--- config.mk ---
export PLATFORM = sky130hd
export DESIGN_NAME = wall_clock_core
export DESIGN_NICKNAME = d
export VERILOG_FILES = /design/src/rtl/wall_clock_core.sv
export SDC_FILE = /design/constraint.sdc
export NUM_CORES = 1
export LEC_CHECK = 0
export CORE_UTILIZATION = 60
export CTS_BUF_LIST = sky130_fd_sc_hd__clkbuf_8
export CTS_CLUSTER_SIZE = 16
export DETAILED_ROUTE_END_ITERATION = 16
export GPL_ROUTABILITY_DRIVEN = 0
export PLACE_DENSITY = 0.89
export RECOVER_POWER = 100
export SLEW_MARGIN = 15
export SYNTH_ARGS = -nofsm -noshare
export SYNTH_HDL_FRONTEND = slang
export SYNTH_SLANG_ARGS = --single-unit
--- constraint.sdc ---
create_clock -name clk -period 5.44 [get_ports clk]
set_clock_uncertainty 0.15 [all_clocks]
set_input_delay 0.544 -clock clk [delete_from_list [all_inputs] [get_ports clk]]
set_output_delay 0.544 -clock clk [all_outputs]
set_load 0.01 [all_outputs]
--- src/rtl/wall_clock_core.sv ---
`default_nettype none
// ============================================================================
// Module   : wall_clock_core
// Brief    : 24 h BCD timekeeping with settable time/alarm, alarm ringer and
//            packed 8-digit nibble word for the seven-segment multiplexer.
// Revision : 1.0 - initial release
// ============================================================================
module wall_clock_core #(
    parameter int TICK_DIV  = 100000000,
    parameter int RING_SECS = 60
) (
    input  logic        clk,
    input  logic        reset,
    input  logic        mode_pulse,
    input  logic        inc_pulse,
    input  logic        alarm_en,
    output logic [31:0] to_display,
    output logic        alarm_ring,
    output logic        tick
);

    localparam int c_PRE_W  = (TICK_DIV > 1) ? $clog2(TICK_DIV) : 1;
    localparam int c_RING_W = (RING_SECS > 1) ? $clog2(RING_SECS) : 1;
    localparam logic [c_PRE_W-1:0]  c_PRE_MAX  = c_PRE_W'(TICK_DIV - 1);
    localparam logic [c_RING_W-1:0] c_RING_MAX = c_RING_W'(RING_SECS - 1);

    typedef enum logic [2:0] {
        ST_RUN      = 3'd0,
        ST_SET_HR   = 3'd1,
        ST_SET_MIN  = 3'd2,
        ST_SET_AHR  = 3'd3,
        ST_SET_AMIN = 3'd4
    } state_t;

    state_t                r_state;
    state_t                w_state_nxt;
    logic [c_PRE_W-1:0]    r_pre;
    logic [7:0]            r_hr, r_min, r_sec, r_ahr, r_amin;
    logic [7:0]            w_hr_nxt, w_min_nxt, w_sec_nxt, w_ahr_nxt, w_amin_nxt;
    logic                  r_ring;
    logic [c_RING_W-1:0]   r_ring_cnt;
    logic [31:0]           r_display;
    logic [23:0]           w_disp_time;
    logic                  w_mode, w_inc, w_time_run, w_clr_sec, w_match;

    // Two-digit BCD increment that wraps from max back to 00.
    function automatic logic [7:0] bcd_inc_wrap(input logic [7:0] v, input logic [7:0] max);
        if (v == max)
            return 8'h00;
        else if (v[3:0] == 4'h9)
            return {v[7:4] + 4'h1, 4'h0};
        else
            return {v[7:4], v[3:0] + 4'h1};
    endfunction

    assign tick       = (r_pre == c_PRE_MAX);
    // While ringing, any pulse only silences the alarm.
    assign w_mode     = mode_pulse & ~r_ring;
    assign w_inc      = inc_pulse & ~mode_pulse & ~r_ring;
    assign w_time_run = tick & ((r_state == ST_RUN) | (r_state == ST_SET_AHR) |
                                (r_state == ST_SET_AMIN));
    assign w_clr_sec  = w_mode & (r_state == ST_SET_MIN);

    always_ff @(posedge clk or negedge reset) begin
        if (!reset)
            r_state <= ST_RUN;
        else
            r_state <= w_state_nxt;
    end

    always_comb begin
        w_state_nxt = r_state;
        if (w_mode) begin
            case (r_state)
                ST_RUN:      w_state_nxt = ST_SET_HR;
                ST_SET_HR:   w_state_nxt = ST_SET_MIN;
                ST_SET_MIN:  w_state_nxt = ST_SET_AHR;
                ST_SET_AHR:  w_state_nxt = ST_SET_AMIN;
                default:     w_state_nxt = ST_RUN;
            endcase
        end
    end

    always_comb begin
        w_sec_nxt  = r_sec;
        w_min_nxt  = r_min;
        w_hr_nxt   = r_hr;
        w_ahr_nxt  = r_ahr;
        w_amin_nxt = r_amin;
        if (w_time_run) begin
            w_sec_nxt = bcd_inc_wrap(r_sec, 8'h59);
            if (r_sec == 8'h59) begin
                w_min_nxt = bcd_inc_wrap(r_min, 8'h59);
                if (r_min == 8'h59)
                    w_hr_nxt = bcd_inc_wrap(r_hr, 8'h23);
            end
        end
        if (w_inc) begin
            case (r_state)
                ST_SET_HR:   w_hr_nxt   = bcd_inc_wrap(r_hr, 8'h23);
                ST_SET_MIN:  w_min_nxt  = bcd_inc_wrap(r_min, 8'h59);
                ST_SET_AHR:  w_ahr_nxt  = bcd_inc_wrap(r_ahr, 8'h23);
                ST_SET_AMIN: w_amin_nxt = bcd_inc_wrap(r_amin, 8'h59);
                default:     ;
            endcase
        end
        if (w_clr_sec)
            w_sec_nxt = 8'h00;
    end

    assign w_match = w_time_run & (r_state == ST_RUN) & alarm_en &
                     (w_hr_nxt == r_ahr) & (w_min_nxt == r_amin) & (w_sec_nxt == 8'h00);

    always_ff @(posedge clk or negedge reset) begin
        if (!reset) begin
            r_pre  <= '0;
            r_hr   <= 8'h00;
            r_min  <= 8'h00;
            r_sec  <= 8'h00;
            r_ahr  <= 8'h00;
            r_amin <= 8'h00;
        end else begin
            if (w_clr_sec || tick)
                r_pre <= '0;
            else
                r_pre <= r_pre + 1'b1;
            r_hr   <= w_hr_nxt;
            r_min  <= w_min_nxt;
            r_sec  <= w_sec_nxt;
            r_ahr  <= w_ahr_nxt;
            r_amin <= w_amin_nxt;
        end
    end

    always_ff @(posedge clk or negedge reset) begin
        if (!reset) begin
            r_ring     <= 1'b0;
            r_ring_cnt <= '0;
        end else if (r_ring) begin
            if (!alarm_en || mode_pulse || inc_pulse)
                r_ring <= 1'b0;
            else if (tick) begin
                if (r_ring_cnt == c_RING_MAX)
                    r_ring <= 1'b0;
                else
                    r_ring_cnt <= r_ring_cnt + 1'b1;
            end
        end else if (w_match) begin
            r_ring     <= 1'b1;
            r_ring_cnt <= '0;
        end
    end

    always_comb begin
        w_disp_time = {r_hr, r_min, r_sec};
        if ((r_state == ST_SET_AHR) || (r_state == ST_SET_AMIN))
            w_disp_time = {r_ahr, r_amin, 8'h00};
    end

    always_ff @(posedge clk or negedge reset) begin
        if (!reset)
            r_display <= 32'h0000_0000;
        else
            r_display <= {w_disp_time, (alarm_en ? 4'hA : 4'h0), 1'b0, r_state};
    end

    assign to_display = r_display;
    assign alarm_ring = r_ring;

endmodule
`default_nettype wire
==> impl_metrics.tcl <==
set metrics [dict create \
    wl_met1_um 5170 \
    ios 39 \
    grtUsageTotal_pct 27.4 \
    clock-root-buffer "clkbuf_8" \
    ir_drop_mv 0.189 \
    drc_errors 0 \
    hpwl_um 9280 \
    finalCritPeriodShare_pct 74.7 \
    synth_edf_count 0 \
    cellLeakagePower_nw 2.78 \
    cpMostUsedCell "nor4b_1" \
    core_area_um2 9240 \
    met3_length_um 751 \
    cp-startpoint "r_pre[10]$_DFF_PN0_" \
    power_density_nw_per_um2 358 \
    area_delta_synth_final_pct 10.3 \
    critPathLaunchType "flop" \
    maxCapViolations 1 \
    synth-seq-cells 105 \
    post-route-util_pct 68.0 \
    hold_viol 0 \
    layout-drive-gt1-share_pct 5.21 \
    hold_path_end "r_pre[0]$_DFF_PN0_" \
    first_iter_violations 264 \
    post_drt_wl_per_cell_um 16.7 \
    status "complete, but fails checks" \
    finalSetupViolations 0 \
    final_cells 764 \
    die_w_um 99.5 \
    r2r_setup_slack_ns 1.38 \
    syn-cell-area_um2 5700 \
    cts_buffers 9 \
    worstReg2RegEnd "r_ring_cnt[1]$_DFFE_PN0P_" \
    dr.pass1.iters 5 \
    period_needed_ns 4.06 \
    vias_per_cell 6.15 \
    tightestPinTransition_ns 2.48 \
    arrival_ns 4.15 \
    maxSlewViolCount 47 \
    finalWirelength_um 12800 \
    clock-sinks 105 \
    crit_slowest_cell "nor4_4" \
    worstHoldStart "r_pre[0]$_DFF_PN0_" \
    cp_max_fo 8 \
    htree_levels 3 \
    worstSetupPathType "flop to flop" \
    preCtsSetupSlack_ns 1.51 \
    nFillCells 717 \
    violations "max-capacitance violations, max-slew violations" \
    synth_cells 601 \
    cts_resized 0 \
    dieHeight_um 99.5 \
    synth_flop_cell "dfrtp_1" \
    cts_setup_buffers 0 \
    ff2ff_path_depth 9 \
    netlist_top_cells_area "dfrtp_1 (46%), ha_1 (4.8%), nand2_1 (4.1%)" \
    yosysUniqueCellTypes 60 \
    required_ns 5.53 \
    clockBufferDepth 2 \
    synth_top_area_share_pct 46.1 \
    hold_depth 1 \
    hold_class "flop to flop" \
    cpPeakStageDelay_ns 0.55 \
    synthArstFlopShare_pct 100 \
    crit-reg2reg-launch "r_pre[10]$_DFF_PN0_" \
    ant_nets 0 \
    grt_pass1_vias 4539 \
    synth_area_leader_cell "dfrtp_1" \
    synth-seq-area-share_pct 46.1 \
    fmax_ghz 0.246 \
    antenna_found_initial 1 \
    io_buffers 35 \
    clkTransAtPathRegs_ns 0.10 \
    routed-via-count 4700 \
    clk_latency_ns 0.37 \
    core.rowCount 35 \
    place_inst 747 \
    final_nets 656 \
    synth.avg_cell_area_um2 9.48 \
    slew_headroom_pct -65.4 \
    start_util_pct 61.7 \
    dieArea_um2 9890 \
    path_cells "nor4b_1, nand4_1, nor4_4, nand3_2, mux2_1, or4_1, nor4b_1, and4_1, o21ai_0" \
    holdBufCountCts 0 \
    cts_tree "yes" \
    highest_layer "met4" \
    grt_setup_unrepaired "no" \
    overflow 0 \
    yosysWarnings 0 \
    grt_pass1_wl_um 21400 \
    tns_ns 0 \
    grt_max_degree 61 \
    endpoint_kind "flop" \
    met2WireLength_um 6410 \
    p_total_w 0.00225 \
    setup_slack_ns 1.38 \
]
[worst max-delay path by stage]
stage,end,slack (ns),depth (start not counted)
global route,r_ring_cnt[1]$_DFFE_PN0P_,1.02,9
detailed placement,r_ring_cnt[0]$_DFFE_PN0P_,1.51,9
floorplan,r_ring_cnt[1]$_DFFE_PN0P_,2.29,10
CTS,r_ring_cnt[0]$_DFFE_PN0P_,1.79,10
global placement,r_ring_cnt[1]$_DFFE_PN0P_,1.64,9
finish,r_ring_cnt[1]$_DFFE_PN0P_,1.38,9
[sequential cells by signal (all words and copies together), names as in the netlist]
register	cells
r_sec	8
r_ahr	8
r_ring_cnt	6
r_min	8
r_state	3
r_hr	8
r_amin	8
alarm_ring	1
to_display	28
r_pre	27
[power breakdown]
part / total, W / internal [W] / leakage, nW / switching, W
sequential: 0.00110 / 0.000922 / 1.35 / 0.000179
clock: 0.000468 / 0.000204 / 0.0960 / 0.000265
combinational: 0.000682 / 0.000296 / 1.33 / 0.000386
total: 0.00225 / 0.00142 / 2.78 / 0.000829
[stage by stage]
step	instance area, um2	hold WS (ns)
2_1_floorplan	5710	0.0984
6_report	6280	0.322
3_5_place_dp	6140	0.310
3_3_place_gp	6140	0.287
4_1_cts	6330	0.0388
5_1_grt	6280	0.332
[metal layers]
| metal | vias to the layer above | track usage, % |
|---|---|---|
| li1 | 2201 | - |
| met1 | 2270 | 33.9 |
| met2 | 188 | 46.8 |
| met3 | 41 | 4.78 |
| met4 | 0 | 12.8 |
| met5 | - | 0 |
[kinds of logic after synthesis]
group / synth area share [%]
multiplexers: 2.44
other: 0.0658
XOR/XNOR: 5.69
AND/OR/NAND/NOR: 25.8
flip-flops: 46.1
AO/OA/AOI/OAI: 11.9
buffers and inverters: 3.10
adder cells (fa/ha/maj): 4.83
[cell usage in the layout (no fill, tap or decap), types with 14 or more instances in the layout]
master / count
ha_1: 22
nand3_1: 20
xor2_1: 17
nand4_1: 15
nand2_1: 63
or3_1: 14
nor3_1: 22
dfrtp_1: 105
o21ai_0: 44
nor2_1: 57
a21oi_1: 22
dlygate4sd3_1: 33
and3_1: 15
inv_1: 20
xnor2_1: 20
[synthesized netlist by cell type, drive strengths merged (3+ instances only)]
cell,count
mux2,12
xnor2,20
o22ai,5
or2,8
a21o,3
nor4b,7
nor3,22
xor2,17
o2111ai,3
and2,9
o21ai,44
ha,22
nor4,4
nand2b,7
o211ai,4
inv,19
clkbuf,18
nand3b,5
nor2,57
o31ai,5
dfrtp,105
and3b,5
nand3,21
o221ai,3
nor2b,3
a21oi,22
buf,5
and4,7
nand4,15
or3,14
and3,15
a31oi,3
nand2,63
a211oi,6
[worst max-delay path, delay by kind of cell (launching register included)]
kind | cells | cell delay [ns]
flops | 1 | 0.45
compound gates | 1 | 0.15
simple gates | 7 | 2.82
mux | 1 | 0.36
[final cells by class]
class	instances	area, um2	area share [%]
inverters	19	71.3	1.13
flip-flops and latches	105	2630	41.8
clock buffers	12	165	2.63
multi-input cells	456	2870	45.6
well taps	129	161	2.57
diodes	1	2.50	0.0398
clock inverters	4	27.5	0.438
repair buffers	38	360	5.73
No activity file was read; power rests on OpenSTA's default activity.
